<file path="src/rtl/keypad_scan_ctrl.sv">
`timescale 1ns/1ps
`default_nettype none
// ============================================================================
// Module      : keypad_scan_ctrl
// Description : Row-scanning 4x4 keypad controller. Drives one row low per
//               scan tick, accumulates a full frame of column samples, then
//               runs a frame-paced debounce FSM that emits one key_valid pulse
//               per accepted press.
// Revision    : 1.0 - initial release
// ============================================================================
module keypad_scan_ctrl #(
    parameter int ROWS     = 4,
    parameter int COLS     = 4,
    parameter int DEBOUNCE = 4
) (
    input  logic            clk_12MHz,
    input  logic            rst,
    input  logic            scan_tick,
    input  logic [COLS-1:0] col_in,
    output logic [ROWS-1:0] row_out,
    output logic [3:0]      key_code,
    output logic            key_valid,
    output logic            key_held
);

    localparam int              c_RW       = (ROWS > 1) ? $clog2(ROWS) : 1;
    localparam int              c_NK       = ROWS * COLS;
    localparam logic [3:0]      c_DEB      = 4'(DEBOUNCE);
    localparam bit              c_DEB_ONE  = (DEBOUNCE == 1);
    localparam logic [c_RW-1:0] c_LAST_ROW = c_RW'(ROWS - 1);

    typedef enum logic [1:0] {
        S_IDLE        = 2'd0,
        S_DEB_PRESS   = 2'd1,
        S_PRESSED     = 2'd2,
        S_DEB_RELEASE = 2'd3
    } state_t;

    logic [COLS-1:0] r_col_meta;
    logic [COLS-1:0] r_col_sync;
    logic [c_RW-1:0] r_row;
    logic [ROWS-1:0] r_row_out;
    logic [c_NK-1:0] r_acc;
    state_t          r_state;
    logic [3:0]      r_cand;
    logic [3:0]      r_cnt;
    logic [3:0]      r_key_code;
    logic            r_key_valid;

    logic            w_frame_end;
    logic [c_RW-1:0] w_row_next;
    logic [c_NK-1:0] w_sample;
    logic [c_NK-1:0] w_frame;
    logic            w_one;
    logic            w_many;
    logic            w_single;
    logic [3:0]      w_idx;
    logic [3:0]      w_cnt_inc;
    state_t          w_state_nxt;
    logic [3:0]      w_cand_nxt;
    logic [3:0]      w_cnt_nxt;
    logic [3:0]      w_code_nxt;
    logic            w_valid_nxt;

    // Two-flop synchronizer for the asynchronous, active-low column lines.
    always_ff @(posedge clk_12MHz) begin
        if (rst) begin
            r_col_meta <= '1;
            r_col_sync <= '1;
        end else begin
            r_col_meta <= col_in;
            r_col_sync <= r_col_meta;
        end
    end

    assign w_frame_end = scan_tick && (r_row == c_LAST_ROW);
    assign w_row_next  = (r_row == c_LAST_ROW) ? '0 : r_row + 1'b1;

    // Place the current row's pressed columns into their frame positions.
    always_comb begin
        w_sample = '0;
        for (int r = 0; r < ROWS; r++) begin
            if (r_row == c_RW'(r)) begin
                w_sample[r*COLS +: COLS] = ~r_col_sync;
            end
        end
    end

    assign w_frame = r_acc | w_sample;

    // Row pointer, row drive and frame accumulator advance once per tick.
    always_ff @(posedge clk_12MHz) begin
        if (rst) begin
            r_row     <= '0;
            r_row_out <= ~(ROWS'(1));
            r_acc     <= '0;
        end else if (scan_tick) begin
            r_row     <= w_row_next;
            r_row_out <= ~(ROWS'(1) << w_row_next);
            r_acc     <= w_frame_end ? '0 : w_frame;
        end
    end

    // Classify the completed frame: exactly one intersection low is SINGLE.
    always_comb begin
        w_one  = 1'b0;
        w_many = 1'b0;
        w_idx  = '0;
        for (int i = 0; i < c_NK; i++) begin
            if (w_frame[i]) begin
                if (w_one) begin
                    w_many = 1'b1;
                end
                w_one = 1'b1;
                w_idx = 4'(i);
            end
        end
    end

    assign w_single  = w_one && !w_many;
    assign w_cnt_inc = (r_cnt >= c_DEB) ? r_cnt : r_cnt + 4'd1;

    // Debounce next-state logic; only a frame-end tick can move the FSM.
    always_comb begin
        w_state_nxt = r_state;
        w_cand_nxt  = r_cand;
        w_cnt_nxt   = r_cnt;
        w_code_nxt  = r_key_code;
        w_valid_nxt = 1'b0;
        if (w_frame_end) begin
            case (r_state)
                S_IDLE: begin
                    if (w_single) begin
                        w_cand_nxt = w_idx;
                        w_cnt_nxt  = 4'd1;
                        if (c_DEB_ONE) begin
                            w_state_nxt = S_PRESSED;
                            w_code_nxt  = w_idx;
                            w_valid_nxt = 1'b1;
                        end else begin
                            w_state_nxt = S_DEB_PRESS;
                        end
                    end
                end
                S_DEB_PRESS: begin
                    if (w_single && (w_idx == r_cand)) begin
                        w_cnt_nxt = w_cnt_inc;
                        if (w_cnt_inc >= c_DEB) begin
                            w_state_nxt = S_PRESSED;
                            w_code_nxt  = r_cand;
                            w_valid_nxt = 1'b1;
                        end
                    end else if (w_single) begin
                        w_cand_nxt = w_idx;
                        w_cnt_nxt  = 4'd1;
                    end else begin
                        w_state_nxt = S_IDLE;
                        w_cnt_nxt   = '0;
                    end
                end
                S_PRESSED: begin
                    if (!(w_single && (w_idx == r_cand))) begin
                        // With a one-frame debounce a single empty frame is a release.
                        if (!w_single && c_DEB_ONE) begin
                            w_state_nxt = S_IDLE;
                            w_cnt_nxt   = '0;
                        end else begin
                            w_state_nxt = S_DEB_RELEASE;
                            w_cnt_nxt   = 4'd1;
                        end
                    end
                end
                S_DEB_RELEASE: begin
                    if (w_single && (w_idx == r_cand)) begin
                        w_state_nxt = S_PRESSED;
                    end else if (w_single) begin
                        w_state_nxt = S_DEB_PRESS;
                        w_cand_nxt  = w_idx;
                        w_cnt_nxt   = 4'd1;
                    end else begin
                        w_cnt_nxt = w_cnt_inc;
                        if (w_cnt_inc >= c_DEB) begin
                            w_state_nxt = S_IDLE;
                            w_cnt_nxt   = '0;
                        end
                    end
                end
                default: begin
                    w_state_nxt = S_IDLE;
                    w_cnt_nxt   = '0;
                end
            endcase
        end
    end

    // Debounce state, candidate, counter and key outputs register together.
    always_ff @(posedge clk_12MHz) begin
        if (rst) begin
            r_state     <= S_IDLE;
            r_cand      <= '0;
            r_cnt       <= '0;
            r_key_code  <= '0;
            r_key_valid <= 1'b0;
        end else begin
            r_state     <= w_state_nxt;
            r_cand      <= w_cand_nxt;
            r_cnt       <= w_cnt_nxt;
            r_key_code  <= w_code_nxt;
            r_key_valid <= w_valid_nxt;
        end
    end

    assign row_out   = r_row_out;
    assign key_code  = r_key_code;
    assign key_valid = r_key_valid;
    assign key_held  = (r_state == S_PRESSED) || (r_state == S_DEB_RELEASE);

endmodule
`default_nettype wire

</file>
<file path="config.mk">
export PLATFORM = sky130hd
export DESIGN_NAME = keypad_scan_ctrl
export DESIGN_NICKNAME = d
export VERILOG_FILES = /design/src/rtl/keypad_scan_ctrl.sv
export SDC_FILE = /design/constraint.sdc
export NUM_CORES = 1
export LEC_CHECK = 0
export ABC_AREA = 1
export BUFFER_PORTS_ARGS = -buffer_cell sky130_fd_sc_hd__clkbuf_2
export CAP_MARGIN = 20
export CORE_ASPECT_RATIO = 0.8
export CORE_MARGIN = 4
export CORE_UTILIZATION = 45
export DETAILED_ROUTE_END_ITERATION = 7
export PLACE_DENSITY = 0.69
export SETUP_SLACK_MARGIN = 0.15
export SLEW_MARGIN = 15
export SYNTH_ARGS = -nofsm -noshare
export SYNTH_HDL_FRONTEND = slang
export SYNTH_SLANG_ARGS = --single-unit
</file>
<file path="constraint.sdc">
create_clock -name clk_12MHz -period 2.5 [get_ports clk_12MHz]
set_input_delay 0.25 -clock clk_12MHz [delete_from_list [all_inputs] [get_ports clk_12MHz]]
set_output_delay 0.25 -clock clk_12MHz [all_outputs]
set_load 0.005 [all_outputs]
</file>
==> impl_metrics.py, run 1 <==
metrics = {
    "detailed_routing": {
        "drt_iter0_markers": 88,
        "highest_layer": "met4",
        "drc": 0,
        "wirelength_mm": 5.75,
        "num_vias": 2219,
        "wire_per_inst_um": 12.5,
        "met1Wirelength_mm": 2.80,
        "wl_met2_mm": 2.63,
        "drtPass1Iterations": 4,
        "ant_nets": 0,
        "viasPerCell": 4.83,
        "dr_wl_met3_um": 274,
    },
    "pwr": {
        "ir_worst_vdd_v": 0.000396,
        "intPower_mw": 1.23,
        "switching_share_pct": 30.1,
        "pwr-share-clk_pct": 32.8,
        "power_switching_uw": 531,
        "p_leak_nw": 1.56,
        "pwr-share-comb_pct": 24.8,
        "sequentialPowerShare_pct": 42.4,
        "powerDensity_mw_per_mm2": 545,
    },
    "sta": {
        "min_period_ps": 2580,
        "fin_crit_sh_pct": 103,
        "fmaxAchievable_mhz": 387,
        "maxSlewViolCount": 0,
        "hold_slack_ps": 118,
        "worst_pin_slew_ps": 371,
        "fin_ws_ps": -83.0,
        "slew_headroom_pct": 75.2,
        "rsz0062_at_grt": "true",
        "setup_tns_ps": -511,
        "setup_viol": 12,
        "finalHoldViolations": 0,
        "worst_clock_skew_ps": 7.99,
    },
    "clock_network": {
        "clockBufferDepth": 2,
        "cts_root_buf": "clkbuf_8",
        "htreeDepth": 2,
        "path_clk_slew_ps": 90,
        "numCtsBuffers": 5,
        "tritoncts": "yes",
        "clock_sinks": 45,
        "clk_latency_ps": 300,
    },
    "synth": {
        "synth_enable_flop_cells": 0,
        "synth_top_area_share_pct": 38.6,
        "synth_most_common_cell": "nand2_1",
        "yosys_warnings": 0,
        "synth_common_cells": "nand2_1, nor2_1, dfxtp_1",
        "netlist_area_mm2": 0.00234,
        "synth_ff_type": "dfxtp_1",
        "synth_cell_type_count": 36,
        "synth_seq_area_share_pct": 38.6,
        "async_reset_ff_share_pct": 0,
        "synth_cells": 333,
        "synth_top_cell_by_area": "dfxtp_1",
        "syn_avg_cell_area_um2": 7.01,
        "ys_top_cells_by_area": "dfxtp_1, nand2_1, nor2_1",
        "yosys_register_bits": 45,
        "synth_nets": 346,
    },
    "place": {
        "place.gp.congestion": 0.891,
        "post-place-ws_ps": -96.8,
        "portBuffers": 16,
        "dp_hpwl_mm": 3.82,
    },
    "run_status": {
        "outcome": "finished with violations",
        "failed_checks": "negative setup slack",
    },
    "floorplanning": {
        "core_mm2": 0.00501,
        "dieArea_mm2": 0.00641,
        "ioPinCount": 17,
        "start_util_pct": 46.7,
        "rows": 23,
        "fp.dieW_um": 88.6,
        "die_h_um": 72.4,
    },
    "hold_path": {
        "min_path_type": "primary input to flip-flop",
        "hold_start": "col_in[3]",
    },
    "critical_path": {
        "required_ps": 2710,
        "crit_path_start_kind": "flip-flop",
        "end_kind": "flip-flop",
        "r2r_start": "r_row[0]$_SDFFE_PP0P_",
        "path_class": "flip-flop to flip-flop",
        "cp_max_fo": 5,
        "cp.arrival_ps": 2790,
        "startpoint": "r_row[0]$_SDFFE_PP0P_",
    },
    "global_routing": {
        "grt_pass1_wl_mm": 9.61,
        "grt_max_degree": 18,
        "grt_usage_pct": 19.1,
        "overflow": 0,
        "grt_pass1_vias": 2087,
        "grt_antenna_before_repair": 0,
    },
    "cells_and_area": {
        "nFillCells": 423,
        "utilization_pct": 64.7,
        "diodes": 0,
        "drive_above_1_share_pct": 40.3,
        "syn_to_final_growth_pct": 38.7,
        "nets": 409,
    },
    "job": {
        "cap_violations": 0,
    },
}
-- worst max-delay path, cell delays in order (launching register included) --
cell	delay, ps
dfxtp_4	400
inv_4	60
ha_4	190
nand2_2	70
nand2_2	70
inv_2	70
nand2_2	80
nor2_4	140
nand2_1	100
o21ai_2	130
nand2_1	110
nor3b_4	230
nand3_4	150
inv_4	110
nand4_4	80
nor2_4	200
nand2_2	120
nor2_1	110
nor2_1	50
-- worst paths after layout --
kind | endpoint | slack (ps) | cells after the start
max | key_code[3]$_SDFFE_PP0P_ | -80 | 18
min | r_col_meta[3]$_SDFF_PP1_ | 120 | 2
max reg2reg | key_code[3]$_SDFFE_PP0P_ | -80 | 18
min reg2reg | r_col_sync[1]$_SDFF_PP1_ | 420 | 1
-- layout make-up --
cell class	instances	area, µm²	share of cell area, %
Tap cell	62	77.6	2.39
Timing Repair Buffer	60	422	13.0
Sequential cell	45	908	28.0
Clock buffer	5	68.8	2.12
Clock inverter	3	47.5	1.47
Inverter	52	205	6.33
Multi-Input combinational cell	232	1510	46.6
-- sequential cells by signal, summed over array words and instances, names as in the netlist --
register    cells
r_acc          16
r_state         2
key_code        4
r_cand          4
r_row           2
key_valid       1
r_col_meta      4
r_col_sync      4
row_out         4
r_cnt           4
-- power by group through the flow --
stage                     registers (mW)  logic [mW]  clock network (mW)
after floorplan                    0.763       0.254                   0
after global routing               0.752       0.480               0.619
after detailed placement           0.765       0.342                   0
after CTS                          0.749       0.407               0.589
after global placement             0.764       0.337                   0
final                              0.749       0.437               0.580
-- routing by layer --
metal,global-route usage (%),vias up
li1,-,1171
met1,26.6,1007
met2,30.0,37
met3,3.86,4
met4,5.20,0
met5,0,-
-- placed cells by master, fill, tap and decap left out, types with 2 or more instances in the layout --
cell      synthesis  final
nand2_1          70     57
nor2_1           50     47
dfxtp_1          45     43
buf_4             0     41
inv_1            33     30
inv_2            16     16
clkbuf_2          0     16
nand2_2           2     13
a21oi_1          17     12
nor3_1           11     11
nand3_1          17     11
a21oi_4           0      9
or2_2             8      8
o21ai_0           9      8
nor2_4            5      7
o21ai_1           7      6
nand3_2           1      6
a21oi_2           9      5
nand2_4           2      5
clkbuf_8          0      5
inv_4             0      3
ha_1              6      3
ha_4              0      3
buf_6             0      3
clkinv_2          1      2
o21ai_2           0      2
nor3_4            1      2
nand3_4           1      2
nor2_2            1      2
o21bai_4          0      2
inv_6             0      2
dfxtp_4           0      2
-- metrics by stage --
stage	total power [mW]	cell area (µm²)	cells
after CTS	1.75	3170	456
after detailed placement	1.11	2860	436
after global placement	1.10	2860	436
after global routing	1.85	3240	459
final	1.77	3240	459
after floorplan	1.02	2500	333
-- cells by family (layout without fill, tap and decap cells) --
kind of cell             count (synthesis)  after routing  share of synthesized area (%)
AND/OR/NAND/NOR                        173            174                           35.2
buffers and inverters                   58            120                           9.43
adder cells (fa/ha/maj)                  6              6                           3.21
AO/OA/AOI/OAI                           48             49                           12.4
XOR/XNOR                                 3              3                           1.13
flip-flops                              45             45                           38.6
-- what timing repair did --
item                       in CTS  in global routing
setup endpoints to repair      15                 15
pin swaps                      13                  6
hold buffers                    0                  0
buffers inserted               11                  2
resized for setup              23                 14
gates cloned                    1                  1
(Power assumes the default switching activity.)
==> inputs of run 2 (changes only) <==
--- a/config.mk
+++ b/config.mk
@@ -7,12 +7,11 @@
 export LEC_CHECK = 0
 export ABC_AREA = 1
 export BUFFER_PORTS_ARGS = -buffer_cell sky130_fd_sc_hd__clkbuf_2
-export CAP_MARGIN = 20
 export CORE_ASPECT_RATIO = 0.8
 export CORE_MARGIN = 4
-export CORE_UTILIZATION = 45
+export CORE_UTILIZATION = 54
 export DETAILED_ROUTE_END_ITERATION = 7
-export PLACE_DENSITY = 0.69
+export PLACE_DENSITY = 0.8
 export SETUP_SLACK_MARGIN = 0.15
 export SLEW_MARGIN = 15
 export SYNTH_ARGS = -nofsm -noshare
==> impl_metrics.py, run 2 (synthesized netlist as in run 1, its figures left out) <==
metrics = {
    "run_status": {
        "outcome": "finished with violations",
        "failed_checks": "negative setup slack",
    },
    "floorplanning": {
        "core_mm2": 0.00418,
        "fp.dieW_um": 81.5,
        "start_util_pct": 55.9,
        "die_h_um": 66.8,
        "rows": 21,
        "dieArea_mm2": 0.00545,
        "ioPinCount": 17,
    },
    "cells_and_area": {
        "drive_above_1_share_pct": 37.3,
        "largest_register_ffs": 16,
        "layout_commonest_cell": "nand2_1",
        "nets": 403,
        "fin_area_mm2": 0.00309,
        "top_register": "r_acc",
        "mostFrequentLayoutCells": "nand2_1, nor2_1, dfxtp_1",
        "diodes": 0,
        "nFillCells": 307,
        "syn_to_final_growth_pct": 32.4,
    },
    "detailed_routing": {
        "viasPerCell": 4.99,
        "wire_per_inst_um": 12.5,
        "wirelength_mm": 5.59,
        "num_vias": 2234,
        "drt_iter0_markers": 110,
        "drtPass1Iterations": 4,
        "ant_nets": 0,
        "drc": 0,
    },
    "clock_network": {
        "cts_root_buf": "clkbuf_8",
        "clockBufferDepth": 2,
        "path_clk_slew_ps": 80,
        "numCtsBuffers": 5,
        "clk_latency_ps": 300,
        "tritoncts": "yes",
        "clock_sinks": 45,
        "htreeDepth": 2,
    },
    "critical_path": {
        "cp_slowest_cell": "dfxtp_4",
        "cp_max_fo": 5,
        "worstPathCellList": "inv_4, ha_4, nand2_2, nand2_2, inv_2, nand2_2, nor2_4, nand2_1, o21ai_2, nand2_2, nor3b_4, nand3_4, inv_4, nand4_4, nor2_4, nand2_4, nand2_1, nand2_1, nor2_1",
        "path_class": "flip-flop to flip-flop",
        "slowest_delay_ps": 400,
        "cp_common_cell": "nand2_2",
        "r2r_slack_ps": -80,
        "crit_path_start_kind": "flip-flop",
        "end_kind": "flip-flop",
        "cp.arrival_ps": 2820,
        "required_ps": 2740,
    },
    "pwr": {
        "ir_worst_vdd_v": 0.000399,
        "powerDensity_mw_per_mm2": 512,
        "p_leak_nw": 1.50,
    },
    "sta": {
        "worst_pin_slew_ps": 380,
        "fin_ws_ps": -76.5,
        "min_period_ps": 2580,
        "fmaxAchievable_mhz": 388,
        "setup_tns_ps": -424,
        "slew_headroom_pct": 74.7,
        "rsz0062_at_grt": "true",
        "setup_viol": 9,
        "maxSlewViolCount": 0,
        "fin_crit_sh_pct": 103,
        "worst_clock_skew_ps": 8.28,
        "finalHoldViolations": 0,
    },
    "global_routing": {
        "use_met2_pct": 35.5,
        "overflow": 0,
        "grt_pass1_wl_mm": 9.16,
        "grt_pass1_vias": 2070,
        "grt_max_degree": 18,
        "use_met1_pct": 30.0,
        "busiest_layer": "met2",
        "grt_antenna_before_repair": 0,
        "grt_usage_pct": 22.1,
        "met3_usage_pct": 4.86,
    },
    "hold_path": {
        "min_path_type": "primary input to flip-flop",
    },
    "place": {
        "place_area_mm2": 0.00286,
        "place.gp.congestion": 0.881,
        "dp_hpwl_mm": 3.94,
        "portBuffers": 16,
    },
    "job": {
        "cap_violations": 0,
    },
}
[run 2: layout make-up]
type	instances	area [µm²]	share of cell area, %
Inverter	52	204	6.59
Timing Repair Buffer	55	384	12.4
Multi-Input combinational cell	231	1440	46.6
Tap cell	57	71.3	2.31
Clock inverter	2	10.0	0.324
Clock buffer	6	72.6	2.35
Sequential cell	45	908	29.4
[run 2: worst paths after layout]
| kind | from | end | cells after the start |
|---|---|---|---|
| setup reg to reg | r_row[0]$_SDFFE_PP0P_ | key_code[3]$_SDFFE_PP0P_ | 19 |
| hold / removal | col_in[2] | r_col_meta[2]$_SDFF_PP1_ | 2 |
| setup / recovery | r_row[0]$_SDFFE_PP0P_ | key_code[3]$_SDFFE_PP0P_ | 19 |
| hold reg to reg | r_col_meta[2]$_SDFF_PP1_ | r_col_sync[2]$_SDFF_PP1_ | 1 |
[run 2: routing by layer]
layer | share of wire (%) | vias up
li1 | - | 1159
met1 | 48 | 1020
met2 | 46 | 50
met3 | 4.8 | 5
met4 | 0.64 | 0
met5 | 0 | -
[run 2: worst max-delay path: cells and delay by family, from the launching register on]
kind	cells	cell delay (ps)
DFF	1	400
buffers and inverters	3	230
adders and majority gates	1	190
AOI/OAI and AO/OA	1	140
and+or+nand+nor	14	1560
[run 2: where the power goes]
group	switching, mW	internal [mW]	total, mW	leakage [nW]
sequential	0.0152	0.734	0.749	0.367
clock	0.245	0.194	0.439	0.0450
combinational	0.224	0.171	0.395	1.08
total	0.485	1.10	1.58	1.50
[run 2: what timing repair did]
action,in CTS,in global routing
resized for setup,9,16
hold buffers,0,0
pin swaps,11,10
gates cloned,1,0
setup buffers,6,2
endpoints found under the setup margin,15,15
[run 2: per-stage QoR]
| step | hold WS (ps) | utilization (%) | cells | total power, mW | setup WS (ps) |
|---|---|---|---|---|---|
| floorplan | 354 | - | 333 | 1.02 | 134 |
| global placement | 392 | 68.4 | 431 | 1.10 | -30.3 |
| detailed placement | 403 | 68.4 | 431 | 1.10 | -120 |
| CTS | 125 | 72.6 | 446 | 1.57 | -53.0 |
| global route | 121 | 74.0 | 448 | 1.66 | -307 |
| finish | 129 | 74.0 | 448 | 1.58 | -76.5 |
==> inputs of run 3 (changes only) <==
--- a/config.mk
+++ b/config.mk
@@ -11,7 +11,7 @@
 export CORE_MARGIN = 4
 export CORE_UTILIZATION = 54
 export DETAILED_ROUTE_END_ITERATION = 7
-export PLACE_DENSITY = 0.8
+export PLACE_DENSITY = 0.76
 export SETUP_SLACK_MARGIN = 0.15
 export SLEW_MARGIN = 15
 export SYNTH_ARGS = -nofsm -noshare
==> impl_metrics.py, run 3 (synthesized netlist as in run 1, its figures left out) <==
metrics = {
    "hold_path": {
        "hold_path_depth": 2,
        "hold_start": "col_in[3]",
        "min_path_type": "primary input to flip-flop",
    },
    "critical_path": {
        "path_class": "flip-flop to flip-flop",
        "required_ps": 2730,
        "r2r_slack_ps": -190,
        "worstPathCellList": "inv_4, ha_4, a21oi_4, inv_2, nor2_2, nand2_1, clkinv_2, nand2_4, inv_4, nand3_2, nand2_2, nand2_2, nor3_4, nand3_4, inv_4, nor2_1, nor2_1, nand2_1, inv_2, nand2_2, nand2_1, nand2_1, nor2_1",
        "crit_buf_inv": 6,
        "slowest_delay_ps": 380,
        "r2r_cells": 23,
        "r2r_start": "r_row[1]$_SDFFE_PP0P_",
        "end_kind": "flip-flop",
        "cp_max_fo": 5,
        "startpoint": "r_row[1]$_SDFFE_PP0P_",
        "cp_num_cells": 23,
        "rr_endpoint": "r_state[1]$_SDFFE_PP0P_",
        "cp_common_cell": "nand2_1",
        "cp.arrival_ps": 2920,
        "crit_path_end": "r_state[1]$_SDFFE_PP0P_",
        "cp_slowest_cell": "dfxtp_4",
        "crit_path_start_kind": "flip-flop",
        "critPathTopFamily": "simple AND/OR/NAND/NOR gates",
    },
    "sta": {
        "fmaxAchievable_mhz": 371,
        "worst_pin_slew_ps": 373,
        "setup_viol": 15,
        "fin_crit_sh_pct": 108,
        "worst_clock_skew_ps": 4.14,
        "maxSlewViolCount": 0,
        "fin_ws_ps": -195,
        "slew_headroom_pct": 75.1,
        "rsz0062_at_grt": "true",
        "setup_tns_ps": -1790,
        "min_period_ps": 2690,
        "hold_slack_ps": 129,
        "finalHoldViolations": 0,
    },
    "cells_and_area": {
        "fin_area_mm2": 0.00316,
        "top_register": "r_acc",
        "diodes": 0,
        "multi_input_area_mm2": 0.00148,
        "stdcell_count": 452,
        "mostFrequentLayoutCells": "nand2_1, nor2_1, dfxtp_1",
        "seqCellArea_um2": 908,
        "drive_above_1_share_pct": 38.7,
        "layout_commonest_cell": "nand2_1",
        "syn_to_final_growth_pct": 35.5,
        "largest_register_ffs": 16,
        "nets": 407,
        "nFillCells": 304,
    },
    "run_status": {
        "failed_checks": "negative setup slack",
        "outcome": "finished with violations",
    },
    "clock_network": {
        "htreeDepth": 2,
        "clock_sinks": 45,
        "cts_root_buf": "clkbuf_8",
        "tritoncts": "yes",
        "numCtsBuffers": 5,
        "path_clk_slew_ps": 90,
        "clockBufferDepth": 2,
        "hold_buffers": 0,
        "clk_latency_ps": 290,
    },
    "global_routing": {
        "grt_pass1_vias": 2144,
        "grt_max_degree": 18,
        "grt_usage_pct": 22.7,
        "overflow": 0,
        "grt_pass1_wl_mm": 9.42,
        "grt_antenna_before_repair": 0,
    },
    "detailed_routing": {
        "viasPerCell": 5.03,
        "drc": 0,
        "ant_nets": 0,
        "wire_per_inst_um": 13.1,
        "drtPass1Iterations": 4,
        "num_vias": 2275,
        "drt_iter0_markers": 143,
        "wirelength_mm": 5.93,
    },
    "place": {
        "portBuffers": 16,
        "post-place-ws_ps": -128,
        "dp_hpwl_mm": 3.87,
        "place_area_mm2": 0.00285,
        "placed_cells": 430,
        "place.gp.congestion": 0.865,
    },
    "floorplanning": {
        "die_h_um": 66.8,
        "fp.dieW_um": 81.5,
        "rows": 21,
        "ioPinCount": 17,
        "core_mm2": 0.00418,
        "start_util_pct": 55.9,
        "dieArea_mm2": 0.00545,
    },
    "job": {
        "cap_violations": 0,
    },
    "pwr": {
        "powerDensity_mw_per_mm2": 511,
        "ir_worst_vdd_v": 0.000427,
        "p_leak_nw": 1.52,
    },
}
run 3: area by class of cell:
type	instances	area share [%]
Tap cell	57	2.25
Sequential cell	45	28.7
Multi-Input combinational cell	231	46.8
Timing Repair Buffer	59	12.9
Clock buffer	6	2.29
Clock inverter	2	0.474
Inverter	52	6.60
run 3: worst min-delay path by stage:
stage	to	slack, ps
global route	r_col_meta[3]$_SDFF_PP1_	120
CTS	r_col_meta[3]$_SDFF_PP1_	120
detailed placement	r_col_sync[2]$_SDFF_PP1_	400
floorplan	r_col_meta[0]$_SDFF_PP1_	350
global placement	r_col_sync[2]$_SDFF_PP1_	390
finish	r_col_meta[3]$_SDFF_PP1_	130
run 3: metrics by stage:
stage / power, mW / utilization, %
after floorplan: 1.02 / -
after global placement: 1.09 / 68.2
after detailed placement: 1.10 / 68.2
after CTS: 1.59 / 73.0
after global routing: 1.70 / 75.7
final: 1.62 / 75.7
run 3: routing by layer:
metal / vias to the layer above / wire [µm] / GRT usage (%)
met4: 0 / 82 / 8.86
met3: 9 / 293 / 4.59
met2: 58 / 2860 / 35.6
met5: - / 0 / 0
li1: 1173 / - / -
met1: 1035 / 2700 / 30.3
run 3: power breakdown:
| part | internal [mW] | switching (mW) | total [mW] |
|---|---|---|---|
| sequential | 0.734 | 0.0140 | 0.748 |
| clock | 0.197 | 0.248 | 0.445 |
| combinational | 0.179 | 0.245 | 0.424 |
run 3: repair_timing:
action | 4_1_cts | 5_1_grt
setup buffers | 8 | 5
endpoints found under the setup margin | 15 | 15
gates resized for setup | 12 | 21
gates cloned | 1 | 0
pin swaps | 13 | 14
